[config.mk]
export PLATFORM = sky130hd
export DESIGN_NAME = br_predictor_2lvl
export DESIGN_NICKNAME = d
export VERILOG_FILES = /design/src/rtl/br_predictor_2lvl.sv
export SDC_FILE = /design/constraint.sdc
export NUM_CORES = 2
export LEC_CHECK = 0
export CORE_AREA = 2 2 348 350
export CTS_BUF_LIST = sky130_fd_sc_hd__clkbuf_2
export DETAILED_ROUTE_END_ITERATION = 6
export DIE_AREA = 0 0 350 352
export PLACE_DENSITY = 0.57
export REMOVE_ABC_BUFFERS = 1
export SYNTH_ARGS = -nofsm -noshare
export SYNTH_HDL_FRONTEND = slang
export SYNTH_SLANG_ARGS = --single-unit
[constraint.sdc]
create_clock -name clk -period 11.08 [get_ports clk]
set_input_delay 1.662 -clock clk [delete_from_list [all_inputs] [get_ports clk]]
set_output_delay 1.662 -clock clk [all_outputs]
set_load 0.05 [all_outputs]
[src/rtl/br_predictor_2lvl.sv]
// ---------------------------------------------------------------------------
// br_predictor_2lvl
// Two-level branch direction predictor with three runtime-selectable modes:
// bimodal (PC-indexed), gshare (PC xor global history) and local two-level
// (per-PC history table xor PC). Predicts combinationally for the fetch PC and
// trains on commit. After reset the pattern history table (PHT) and local
// history table (LHT) are walked and initialised, one PHT entry per cycle.
//
// Ports
//   clk, rst        system clock, synchronous active-high reset
//   mode            00 bimodal, 01 gshare, 10 local, 11 bimodal
//   if_pc           fetch PC; pred_taken / pred_ghr are combinational from it
//   wb_pc, wb_ghr   committing branch PC and the GHR snapshot it carried
//   wbisbranch      commit strobe for a conditional branch
//   actual_taken    resolved direction of the committing branch
//   pred_correct    counter MSB (pre-update) at the WB index == actual_taken
//   busy            table initialisation in progress
//   br_count        committed branches, saturating
//   mispred_count   mispredicted committed branches, saturating
// ---------------------------------------------------------------------------
module br_predictor_2lvl #(
  parameter int IDX_BITS   = 8,
  parameter int GHR_BITS   = 8,
  parameter int LHT_BITS   = 4,
  parameter int LHIST_BITS = 8,
  parameter int CNT_BITS   = 2
) (
  input  logic                clk,
  input  logic                rst,
  input  logic [1:0]          mode,
  input  logic [15:0]         if_pc,
  output logic                pred_taken,
  output logic [GHR_BITS-1:0] pred_ghr,
  input  logic [15:0]         wb_pc,
  input  logic [GHR_BITS-1:0] wb_ghr,
  input  logic                wbisbranch,
  input  logic                actual_taken,
  output logic                pred_correct,
  output logic                busy,
  output logic [15:0]         br_count,
  output logic [15:0]         mispred_count
);

  // State table
  //   ST_INIT | walking idx_ctr over the PHT/LHT, writing reset values; busy=1
  //   ST_RUN  | normal predict/train operation; busy=0

  localparam int PHT_DEPTH = 1 << IDX_BITS;
  localparam int LHT_DEPTH = 1 << LHT_BITS;

  // Weakly-not-taken: the largest counter value whose MSB is still 0.
  localparam logic [CNT_BITS-1:0] CNT_WNT  = {1'b0, {(CNT_BITS-1){1'b1}}};
  localparam logic [CNT_BITS-1:0] CNT_MAX  = '1;
  localparam logic [CNT_BITS-1:0] CNT_MIN  = '0;
  localparam logic [IDX_BITS-1:0] IDX_LAST = '1;
  localparam logic [15:0]         CTR_MAX  = 16'hFFFF;

  typedef enum logic {
    ST_INIT = 1'b0,
    ST_RUN  = 1'b1
  } state_t;

  state_t                state_q, state_d;
  logic [IDX_BITS-1:0]   idx_ctr_q, idx_ctr_d;
  logic [GHR_BITS-1:0]   ghr_q, ghr_d;
  logic [15:0]           br_count_q, br_count_d;
  logic [15:0]           mispred_count_q, mispred_count_d;

  logic [CNT_BITS-1:0]   pht_q [PHT_DEPTH];
  logic [CNT_BITS-1:0]   pht_d [PHT_DEPTH];
  logic [LHIST_BITS-1:0] lht_q [LHT_DEPTH];
  logic [LHIST_BITS-1:0] lht_d [LHT_DEPTH];

  logic [IDX_BITS-1:0]   if_pcidx, wb_pcidx;
  logic [LHT_BITS-1:0]   if_lht_idx, wb_lht_idx;
  logic [LHIST_BITS-1:0] if_hist, wb_hist;
  logic [IDX_BITS-1:0]   if_idx, wb_idx;
  logic [CNT_BITS-1:0]   if_cnt, wb_cnt;
  logic                  train;
  logic                  unused_pc_bits;

  // PC bit 0 is always zero for word-aligned instructions; high bits beyond
  // the index width do not participate in indexing.
  assign unused_pc_bits = ^{if_pc, wb_pc};

  function automatic logic [IDX_BITS-1:0] calc_idx(
    input logic [1:0]            m,
    input logic [IDX_BITS-1:0]   pcidx,
    input logic [GHR_BITS-1:0]   ghr,
    input logic [LHIST_BITS-1:0] hist
  );
    logic [IDX_BITS-1:0] idx;
    case (m)
      2'b01:   idx = pcidx ^ IDX_BITS'(ghr);
      2'b10:   idx = pcidx ^ IDX_BITS'(hist);
      default: idx = pcidx;
    endcase
    return idx;
  endfunction

  assign if_pcidx   = if_pc[IDX_BITS:1];
  assign wb_pcidx   = wb_pc[IDX_BITS:1];
  assign if_lht_idx = if_pc[LHT_BITS:1];
  assign wb_lht_idx = wb_pc[LHT_BITS:1];
  assign if_hist    = lht_q[if_lht_idx];
  assign wb_hist    = lht_q[wb_lht_idx];

  // IF indexes with the live GHR, WB with the snapshot that travelled with
  // the branch, so both sides see the history the prediction was made with.
  assign if_idx = calc_idx(mode, if_pcidx, ghr_q, if_hist);
  assign wb_idx = calc_idx(mode, wb_pcidx, wb_ghr, wb_hist);

  // Reads see the registered table only: no write-to-read bypass.
  assign if_cnt = pht_q[if_idx];
  assign wb_cnt = pht_q[wb_idx];

  assign busy          = (state_q == ST_INIT);
  assign pred_taken    = (state_q == ST_RUN) && if_cnt[CNT_BITS-1];
  assign pred_ghr      = ghr_q;
  assign pred_correct  = (wb_cnt[CNT_BITS-1] == actual_taken);
  assign br_count      = br_count_q;
  assign mispred_count = mispred_count_q;

  assign train = wbisbranch && (state_q == ST_RUN);

  always_comb begin
    state_d         = state_q;
    idx_ctr_d       = idx_ctr_q;
    ghr_d           = ghr_q;
    br_count_d      = br_count_q;
    mispred_count_d = mispred_count_q;
    pht_d           = pht_q;
    lht_d           = lht_q;

    case (state_q)
      ST_INIT: begin
        pht_d[idx_ctr_q] = CNT_WNT;
        if (int'(idx_ctr_q) < LHT_DEPTH) begin
          lht_d[idx_ctr_q[LHT_BITS-1:0]] = '0;
        end
        idx_ctr_d = idx_ctr_q + IDX_BITS'(1);
        if (idx_ctr_q == IDX_LAST) begin
          state_d = ST_RUN;
        end
      end

      default: begin
        if (train) begin
          if (actual_taken) begin
            if (wb_cnt != CNT_MAX) begin
              pht_d[wb_idx] = wb_cnt + CNT_BITS'(1);
            end
          end else begin
            if (wb_cnt != CNT_MIN) begin
              pht_d[wb_idx] = wb_cnt - CNT_BITS'(1);
            end
          end

          // Histories advance in every mode so switching mode needs no flush.
          ghr_d             = {ghr_q[GHR_BITS-2:0], actual_taken};
          lht_d[wb_lht_idx] = {wb_hist[LHIST_BITS-2:0], actual_taken};

          if (br_count_q != CTR_MAX) begin
            br_count_d = br_count_q + 16'd1;
          end
          if (!pred_correct && (mispred_count_q != CTR_MAX)) begin
            mispred_count_d = mispred_count_q + 16'd1;
          end
        end
      end
    endcase
  end

  always_ff @(posedge clk) begin
    if (rst) begin
      state_q         <= ST_INIT;
      idx_ctr_q       <= '0;
      ghr_q           <= '0;
      br_count_q      <= '0;
      mispred_count_q <= '0;
    end else begin
      state_q         <= state_d;
      idx_ctr_q       <= idx_ctr_d;
      ghr_q           <= ghr_d;
      br_count_q      <= br_count_d;
      mispred_count_q <= mispred_count_d;
    end
  end

  // Tables carry no reset; the INIT walk gives them defined contents.
  always_ff @(posedge clk) begin
    if (!rst) begin
      pht_q <= pht_d;
      lht_q <= lht_d;
    end
  end

endmodule

==> metrics.txt <==
outcome finished, violations left; violated checks DRC; Post-CTS Hold Buffers 0; most common cell after layout, fill and taps aside edfxtp_1; Final Hold Viols 0; CTS clk-pin slew, worst paths 0.08 ns; Placer Congestion between 0.9 and 1; Die Span Y 352 um; initial antenna violation count 10; Startpoint Class primary input; RSZ-0062 raised after global routing false; sequential power share 0.451; #FFs+latches synth 689; Slowest cell on crit path clkdlybuf4s50_1; ys async rst share 0; total grt overflow 0; most frequent cells in the layout edfxtp_1, nor2_1, nand2_1; vias in the first global route ~41000; drt first pass iters 7; Post-CTS Setup Inserts 0; max layer used met5; Layout Skew 0.173 ns; Die Area between 100000 and 150000 um2; vias per cell between 6 and 7; Skew-Pair Late Insertion Delay approximately 1.6 ns; Met3 Wirelength 23200 um; Rel. slew slack 0.110; cells after synthesis 5194; Clk network pwr share 0.283; CP max FO 27; hpwl dp 118000 um; worst path bufs/invs 4; Seq/Total Area, Yosys 0.426; critical path arrival 7.92 ns; CP endpoint kind output port; final WL 190000 um; fin nets 5126; leakage 17.7 nW; WL met2 81300 um; Detailed Route Iter0 Violations 6381; Slew Limit Fails 0; Post-CTS Resized 0; synthesized cell area 47400 um2; post-synth cell types 71; net switching power 2.59 mW; slew of the pin with the lowest slew margin 1.33 ns; maximum VDD drop 194 uV; Mean Syn Cell Area 9.12 um2; Rows 127; Int Pwr 4.34 mW; fillers about 12000; post-route ant nets 0; min cycle time layout 9.59 ns; PwrDens 135 nW/um2; HP Class register to register; I/O pin count 89; GRT Total Usage 0.299; Placed Area 49600 um2; input/output buffers 72; Routed WL per cell between 20 and 30 um; core footprint 119000 um2; Vias 44500; cell family with most CP delay compound AO/OA/AOI/OAI gates; Max Root-Sink Buffers 3; CTS tree yes; Setup WS pre-CTS 1.69 ns; cts bufs inserted 194; CP required 9.42 ns; Tcrit/Tclk final 0.865; clock root buffer clkbuf_2; largest net degree at the start of global routing roughly 160; multi-input logic area 24300 um2; Fin Setup TNS 0 ns; Starting Density 0.397; worst setup margin 1.49 ns; H-tree depth 4; Max Clk Rate between 100 and 150 MHz; Layout area overhead 8.35%; Main synth FF type edfxtp_1; number of enable flip-flop cells after synthesis between 600 and 700; wire length on met1 roughly 77000 um; yosys warns 0; most repeated library cell on the critical path buf_4; crit-path cells clkdlybuf4s50_1, mux2i_1, a21oi_1, a211oi_2, nor2_2, buf_4, o21ai_0, a41oi_1, a2111oi_1, buf_4, nand4_1, or3_1, and2_1, buf_12; Register Area 20200 um2; Critical Setup Path Class primary input to output port; first-pass GRT wire length 277000 um; share of layout cells above drive strength 1 0.136; drt drc 12; Sw Ratio 0.373; Die X 350 um; slowest stage delay, CP around 1.2 ns; clk sink count 689; combinational share of power 0.266; final instance area 51300 um2; Setup Viol. Count Final 0; Max-Cap Viols 0
## state kept, by name, summed over array words and instances (netlist names)
register       flops
br_count          16
state_q            1
pred_ghr           8
mispred_count     16
pht_q            512
lht_q            128
idx_ctr_q          8
## area by class of cell
class / count / area share
clock buffer: 286 / 0.0279
tap: 1612 / 0.0393
sequential: 689 / 0.394
clock inverter: 56 / 0.00575
multi-input combinational: 3714 / 0.474
timing repair buffer: 230 / 0.0417
antenna: 8 / 0.000390
inverter: 242 / 0.0177
## path summary, 6_finish.rpt
check | startpoint | to | slack, ns | cells past startpoint
setup / recovery | wb_pc[3] | pred_correct | 1.49 | 14
hold / removal | pred_ghr[7] | pred_ghr[7] | 0.49 | 2
setup reg to reg | lht_q[35] | pht_q[103] | 3.56 | 18
hold reg to reg | pred_ghr[7] | pred_ghr[7] | 0.49 | 2
## power by group through the flow
| stage | Sequential, mW | Combinational, mW | Clock [mW] |
|---|---|---|---|
| 2_1_floorplan | 3.15 | 1.11 | 0 |
| 3_3_place_gp | 3.17 | 1.77 | 0 |
| 3_5_place_dp | 3.18 | 1.78 | 0 |
| 4_1_cts | 3.12 | 1.79 | 1.99 |
| 5_1_grt | 3.14 | 1.91 | 2.11 |
| 6_report | 3.12 | 1.85 | 1.96 |
## layer usage
metal,vias to the layer above,global-route usage
li1,19400,-
met1,21600,0.419
met2,2952,0.432
met3,504,0.0739
met4,10,0.139
met5,-,0
## worst reg2reg max path: stages, from the launching register on
cell       delay (ns)
edfxtp_1         0.44
mux4_2           0.52
mux2i_1          0.39
a21oi_1          0.19
a211oi_2         1.04
nor2_2           0.43
buf_4            0.35
o21ai_0          0.17
a41oi_1          0.20
a2111oi_1        0.44
buf_4            0.25
nand4_1          0.35
nor2_1           0.66
ha_1             0.25
mux2i_1          0.07
a21oi_1          0.15
or2_4            0.52
buf_4            0.53
a21oi_1          0.18
## cells in the mapped netlist (9+ instances only)
| master | n | area, um2 |
|---|---|---|
| and3_1 | 18 | 113 |
| mux2i_1 | 280 | 2800 |
| inv_1 | 240 | 901 |
| nand3_1 | 301 | 1510 |
| buf_1 | 32 | 120 |
| and2_1 | 26 | 163 |
| a22o_1 | 99 | 867 |
| xnor2_1 | 10 | 87.6 |
| o2111ai_1 | 9 | 78.8 |
| nor2_1 | 642 | 2410 |
| o22ai_1 | 253 | 1580 |
| o31ai_1 | 9 | 67.6 |
| o32ai_1 | 233 | 2040 |
| dfxtp_1 | 49 | 981 |
| nand2_1 | 550 | 2060 |
| xor2_1 | 15 | 131 |
| a31oi_1 | 11 | 68.8 |
| a221oi_1 | 9 | 78.8 |
| ha_1 | 9 | 113 |
| a211oi_1 | 129 | 968 |
| a22oi_1 | 38 | 285 |
| nand2b_1 | 15 | 93.8 |
| nor3_1 | 21 | 105 |
| or3_1 | 9 | 56.3 |
| buf_2 | 85 | 425 |
| nor2b_1 | 34 | 213 |
| mux4_2 | 140 | 3150 |
| o211ai_1 | 45 | 338 |
| nand4_1 | 14 | 87.6 |
| clkbuf_1 | 422 | 1580 |
| a21oi_1 | 440 | 2200 |
| edfxtp_1 | 640 | 19200 |
| mux2_2 | 39 | 439 |
| o21ai_0 | 230 | 1150 |
## through the flow
step                      hold slack, ns  instances  power (mW)   util
final                              0.487       6837        6.93  0.430
after global routing               0.520       6833        7.16  0.430
after CTS                          0.481       6829        6.90  0.430
after detailed placement           0.469       6487        4.96  0.416
after global placement             0.474       6487        4.94  0.416
after floorplan                    0.534       4645        4.26      -
## cell families after synthesis
logic type	synth area share
flops	0.426
mux	0.136
simple gates	0.148
compound gates	0.216
fa+ha+maj	0.00238
xor+xnor	0.00462
buf+inv	0.0659
Note: power is estimated with default switching activity, not from simulation.
